===== src/rtl/dsp_wb_master.sv =====
// Wishbone B3 classic master serving the DSP memory-request handshake.
// One request at a time; completion is signalled by active falling.
module dsp_wb_master #(
  parameter int dw      = 32,
  parameter int aw      = 32,
  parameter int TIMEOUT = 1024
) (
  input  logic          wb_clk,
  input  logic          wb_rst,
  input  logic [aw-1:0] address,
  input  logic          start,
  input  logic [3:0]    selection,
  input  logic          write,
  input  logic [dw-1:0] data_wr,
  output logic [dw-1:0] data_rd,
  output logic          active,
  output logic          error,
  output logic [aw-1:0] wb_adr_o,
  output logic [dw-1:0] wb_dat_o,
  output logic [3:0]    wb_sel_o,
  output logic          wb_we_o,
  output logic          wb_cyc_o,
  output logic          wb_stb_o,
  input  logic [dw-1:0] wb_dat_i,
  input  logic          wb_ack_i,
  input  logic          wb_err_i
);

  localparam int CW = (TIMEOUT > 1) ? $clog2(TIMEOUT) : 1;
  localparam logic [CW-1:0] LAST = CW'((TIMEOUT > 0) ? TIMEOUT - 1 : 0);

  typedef enum logic [1:0] {IDLE, BUS, RELEASE} state_t;

  state_t        r_state;
  logic [CW-1:0] r_count;
  logic          w_timeout;
  logic          w_fail;
  logic          w_done;

  // Error has priority over ack; timeout only fires when the slave is silent.
  assign w_timeout = (TIMEOUT != 0) && (r_count == LAST);
  assign w_fail    = wb_err_i || (!wb_ack_i && w_timeout);
  assign w_done    = wb_err_i || wb_ack_i || w_timeout;

  always_ff @(posedge wb_clk) begin
    if (wb_rst) begin
      r_state  <= IDLE;
      r_count  <= '0;
      data_rd  <= '0;
      active   <= 1'b0;
      error    <= 1'b0;
      wb_adr_o <= '0;
      wb_dat_o <= '0;
      wb_sel_o <= '0;
      wb_we_o  <= 1'b0;
      wb_cyc_o <= 1'b0;
      wb_stb_o <= 1'b0;
    end else begin
      case (r_state)
        IDLE: begin
          if (start) begin
            wb_adr_o <= address;
            wb_dat_o <= data_wr;
            wb_sel_o <= selection;
            wb_we_o  <= write;
            wb_cyc_o <= 1'b1;
            wb_stb_o <= 1'b1;
            active   <= 1'b1;
            error    <= 1'b0;
            r_count  <= '0;
            r_state  <= BUS;
          end
        end
        BUS: begin
          if (w_done) begin
            wb_cyc_o <= 1'b0;
            wb_stb_o <= 1'b0;
            wb_we_o  <= 1'b0;
            active   <= 1'b0;
            error    <= w_fail;
            if (!wb_we_o) begin
              data_rd <= w_fail ? '0 : wb_dat_i;
            end
            r_state  <= RELEASE;
          end else begin
            r_count <= r_count + 1'b1;
          end
        end
        RELEASE: begin
          // Wait for the initiator to drop start so a fast ack is not re-issued.
          if (!start) begin
            r_state <= IDLE;
          end
        end
        default: r_state <= IDLE;
      endcase
    end
  end

endmodule


===== config.mk =====
export PLATFORM = sky130hd
export DESIGN_NAME = dsp_wb_master
export DESIGN_NICKNAME = d
export VERILOG_FILES = /design/src/rtl/dsp_wb_master.sv
export SDC_FILE = /design/constraint.sdc
export NUM_CORES = 1
export LEC_CHECK = 0
export BUFFER_PORTS_ARGS = -buffer_cell sky130_fd_sc_hd__buf_2
export CORE_MARGIN = 4
export CORE_UTILIZATION = 41
export CTS_CLUSTER_SIZE = 24
export DETAILED_ROUTE_END_ITERATION = 8
export PLACE_DENSITY = 0.86
export SLEW_MARGIN = 20
export SYNTH_ARGS = -nofsm -noshare
export SYNTH_HDL_FRONTEND = slang
export SYNTH_SLANG_ARGS = --single-unit

===== constraint.sdc =====
create_clock -name wb_clk -period 1.7 [get_ports wb_clk]
set_input_delay 0.34 -clock wb_clk [delete_from_list [all_inputs] [get_ports wb_clk]]
set_output_delay 0.34 -clock wb_clk [all_outputs]
set_load 0.1 [all_outputs]

# After elaboration in Yosys (flattened, before gate mapping)
# Index checks and enable logic that the tools add are counted.
[word_totals]
input_bits = 106
word_cells = 46
output_inout_bits = 105
ff_bits = 115
[op_classes]
n_eq_ne = 7
n_reduce_logical = 12
bitwise_logic = 1
addsub = 1
muxes = 16
[ops]
columns = ["operator", "count"]
rows = [
  ["$mux 32", 1],
  ["$mux 10", 2],
  ["$pmux 10 s2", 1],
  ["$reduce_and 3->1", 4],
  ["$add 10x1->10 const B", 1],
  ["$eq 10x10->1 const B", 1],
  ["$ne 2x2->1 const B", 4],
  ["$mux 2", 3],
  ["$pmux 1 s2", 3],
  ["$pmux 2 s3", 1],
  ["$mux 1", 5],
  ["$logic_or 1x1->1", 3],
  ["$eq 2x1->1 const B", 1],
  ["$eq 2x2->1 const B", 1],
  ["$logic_not 2->1", 1],
  ["$reduce_and 2->1", 1],
  ["$reduce_bool 2->1", 1],
  ["$logic_and 1x1->1", 1],
  ["$logic_not 1->1", 1],
  ["$not 1->1", 1],
]

# Depth between registers and ports, before layout
[logic_depth]
ltp_word = 5
mapped_depth = 7
depth_no_buf = 5

# Worst setup path after synthesis
# OpenSTA, ideal clock, no wires.
[synth_path]
path_type = "register to register"
startpoint = "reg wb_we_o"
endpoint = "reg data_rd[0]"
setup_ns = 0.118
t_required_ns = 1.582
path_stages_with_launch = 6
synth_period_minus_slack_ns = 1.931
path_buffers = 2
setup_slack_ns = -0.231
t_arrival_ns = 1.813
cell_sequence = "dfxtp_1 -> nor2_1 -> and3_1 -> clkbuf_1 -> buf_2 -> a22o_1"
[synth_between]
elab_chain_len = 2
[synth_lines]
columns = ["element", "line", "text"]
rows = [
  ["start: declaration", "21", "output logic wb_we_o,"],
  ["start signal: assignment", "65", "wb_we_o <= write;"],
  ["$not 1->1 (no source line)", "n/a", ""],
  ["$reduce_and 3->1 (no source line)", "n/a", ""],
  ["end signal: assignment", "82", "data_rd <= w_fail ? '0 : wb_dat_i;"],
  ["end: declaration", "15", "output logic [dw-1:0] data_rd,"],
]
# No other way between the ends.
# A chain may end at the register's enable or synchronous reset.

# Final worst setup path
[layout_path]
startpoint = "reg error"
endpoint = "out error"
[layout_rtl]
columns = ["element", "line", "text"]
rows = [
  ["start: declaration", "17", "output logic error,"],
  ["start signal: assignment", "80", "error <= w_fail;"],
]
# No word-level cell between the ends.

==> flow_summary.yaml <==
status:
  outcome: "completed"
setup_path:
  worstPathArrival_ns: 1.32
  required_ns: 1.36
  critical_path.top_delay_family: "buffers and inverters"
  cp_slowest_cell: "buf_2"
  cp_cell_sequence: "buf_2"
  ff2ff_path_depth: 4
  r2r-end: "r_count[3]"
  path_buf_inv: 1
  r2r_slack_ns: 0.05
  timing.rr.start: "r_state[1]"
  end_kind: "output port"
  slowest_delay_ns: 0.44
  cp_max_fo: 3
  start_kind: "register"
  criticalPathCategory: "register to output port"
cts:
  cts_setup_buffers: 0
  htreeDepth: 4
  path_clk_slew_ns: 0.06
  max-clock-path-buffers: 2
  cts_buffers: 17
  clk_latency_ns: 0.51
  cts_sinks: 115
  ctsHoldBuffers: 0
  root_buffer: "clkbuf_8"
  cts_tree: "yes"
power_and_ir_drop:
  ir_drop_uv: 1040
  power_density_nw_per_um2: 1370
  p_leak_nw: 2.84
hold_path:
  worstHoldStart: "wb_dat_i[20]"
  min_path_cells: 2
  whs_endpoint: "data_rd[20]"
  hold_path_class: "primary input to register"
logic_synthesis:
  ys.flop_type: "dfxtp_1"
  ys_async_sr_fraction: 0
  synth_area_sq_um: 4090
  synth-compound-area-share: 0.204
  syn_nets: 571
  synthAdderAreaFrac: 0.00306
  synth_top_family_by_area: "compound AO/OA/AOI/OAI gates"
  synth_top_cell_area_share: 0.562
  yosys-top-cells-area: "dfxtp_1 56%, nand2_1 13%, a21oi_1 9.4%, a22o_1 6.8%, clkbuf_1 2.1%"
  yosysUniqueCellTypes: 39
  synth-simple-area-share: 0.184
  synthMuxAreaShare: 0
  synth_edf_count: 0
  ys_seq_area_frac: 0.562
  synth-xor-area-share: 0
  synthCells: 464
  synth_top_area_cell: "dfxtp_1"
  ys_warn_count: 0
  ys_seq_elements: 115
  syn_area_per_cell_sq_um: 8.82
placed_design:
  place_ws_ns: -0.107
  place_congestion: 0.839
  dpl.hpwl_um: 8530
  port_buffers: 210
sta:
  setup_ws_ns: 0.0405
  rsz0062_at_grt: "false"
  fin_skew_ns: 0.00976
  post-route-period-util: 0.976
  maxSlewHeadroom: 0.661
  tightest_slew_ns: 0.507
  period_needed_ns: 1.66
  max_freq_mhz: 603
  tns_ns: 0
  setup_violations: 0
  finalMaxSlewViolations: 0
  final-hold-violation-count: 0
  holdWs_ns: 0.0389
route:
  antenna_left: 0
  vias_per_cell: 4.99
  drt_iter0_markers: 177
  drt_wl_total_um: 11700
  dr_total_vias: 4095
  drtPass1Iterations: 5
  drc: 0
  wl_per_cell_um: 14.3
final_layout:
  layout.nets: 783
  area_growth_syn_to_layout_pct: 46.8
  multi_input_area_sq_um: 1640
  fillers: 834
  final_common_cell: "buf_2"
  regArea_sq_um: 2310
  layout-drive-gt1-share: 0.395
  final_cell_mix: "210 x buf_2, 140 x nand2_1, 112 x dfxtp_1"
  antenna_cells: 0
global_route:
  grt_pass1_wl_um: 18500
  grt_pass1_vias: 4033
  antenna_found_initial: 0
  grt_use_met2: 0.351
  overflow: 0
  use_met1: 0.215
  top_usage_layer: "met2"
  met3_usage: 0.0762
  grt_use_total: 0.199
  grt_max_degree: 56
floorplanning:
  die_y_um: 108
  row_count: 36
  dieArea_sq_um: 11600
  pin_count: 211
  initial_utilization: 0.421
  die_w_um: 108
  core_sq_um: 9730
flow_run:
  cap_violations: 0
==> stage by stage <==
step / std cells / utilization / cell area (sq um) / power, mW
finish: 821 / 0.618 / 6010 / 8.26
global route: 821 / 0.618 / 6010 / 8.55
CTS: 821 / 0.615 / 5980 / 8.32
detailed placement: 790 / 0.549 / 5340 / 4.57
global placement: 790 / 0.549 / 5340 / 4.54
floorplan: 464 / - / 4110 / 4.22
==> Yosys cell counts, types with 2 or more instances <==
| cell | number |
|---|---|
| and4_1 | 2 |
| nand2_1 | 140 |
| dfxtp_1 | 115 |
| nor3_1 | 3 |
| a21oi_1 | 77 |
| nor3b_1 | 2 |
| and2_1 | 3 |
| a22o_1 | 32 |
| buf_2 | 8 |
| a311oi_1 | 2 |
| o21a_1 | 2 |
| nand3_1 | 14 |
| a31oi_1 | 5 |
| nand4_1 | 2 |
| inv_1 | 3 |
| clkbuf_1 | 23 |
| or3_1 | 2 |
| buf_6 | 3 |
| nor2_1 | 3 |
| and3_1 | 2 |
| nand2b_1 | 2 |
| buf_4 | 2 |
==> cells by family (layout without fill, tap and decap cells) <==
group | count (synthesis) | count (layout)
simple gates | 178 | 178
compound gates | 130 | 130
flops | 115 | 115
buf+inv | 40 | 264
fa+ha+maj | 1 | 1
==> worst max path at each step <==
stage               slack (ns)            to  startpoint  depth (start not counted)
floorplan                 0.05    data_rd[0]  r_count[1]                          7
global placement         -0.05    r_count[5]    wb_ack_i                          6
detailed placement       -0.11    r_count[5]    wb_ack_i                          6
CTS                       0.02  wb_adr_o[28]  r_state[1]                          5
global route            0.0006         error       error                          1
finish                    0.04         error       error                          1
==> worst register-to-register path, stage by stage (launching register included) <==
cell	delay [ns]
dfxtp_1	0.31
or4b_4	0.54
a31o_2	0.30
o31a_1	0.29
a21oi_1	0.13
==> power by group <==
part           switching, mW  leakage [nW]  internal, mW
Combinational           1.31          1.59         0.319
Sequential            0.0656         0.940          2.83
Clock                   1.17         0.314          2.57
==> metal layers <==
| layer | routed length [um] | vias to the layer above |
|---|---|---|
| li1 | - | 2019 |
| met1 | 4490 | 1885 |
| met2 | 6050 | 171 |
| met3 | 1000 | 20 |
| met4 | 189 | 0 |
| met5 | 0 | - |
==> flip-flops by register name, summed over array words and instances (netlist names) <==
| signal | cells |
|---|---|
| data_rd | 32 |
| r_state | 2 |
| r_count | 10 |
| wb_we_o | 1 |
| wb_stb_o | 1 |
| wb_dat_o | 32 |
| wb_adr_o | 32 |
| wb_sel_o | 4 |
| error | 1 |
==> final cells by class <==
class / instances / area share
clock buffer: 23 / 0.0810
clock inverter: 8 / 0.0246
inverter: 3 / 0.00187
multi-input combinational: 309 / 0.272
sequential: 115 / 0.384
tap: 133 / 0.0277
timing repair buffer: 230 / 0.209
==> what timing repair did <==
item / 4_1_cts / 5_1_grt
endpoints found under the setup margin: 1 / 81
pin swaps: 0 / 1
gates resized for setup: 1 / 8
Note: power is estimated with default switching activity, not from simulation.
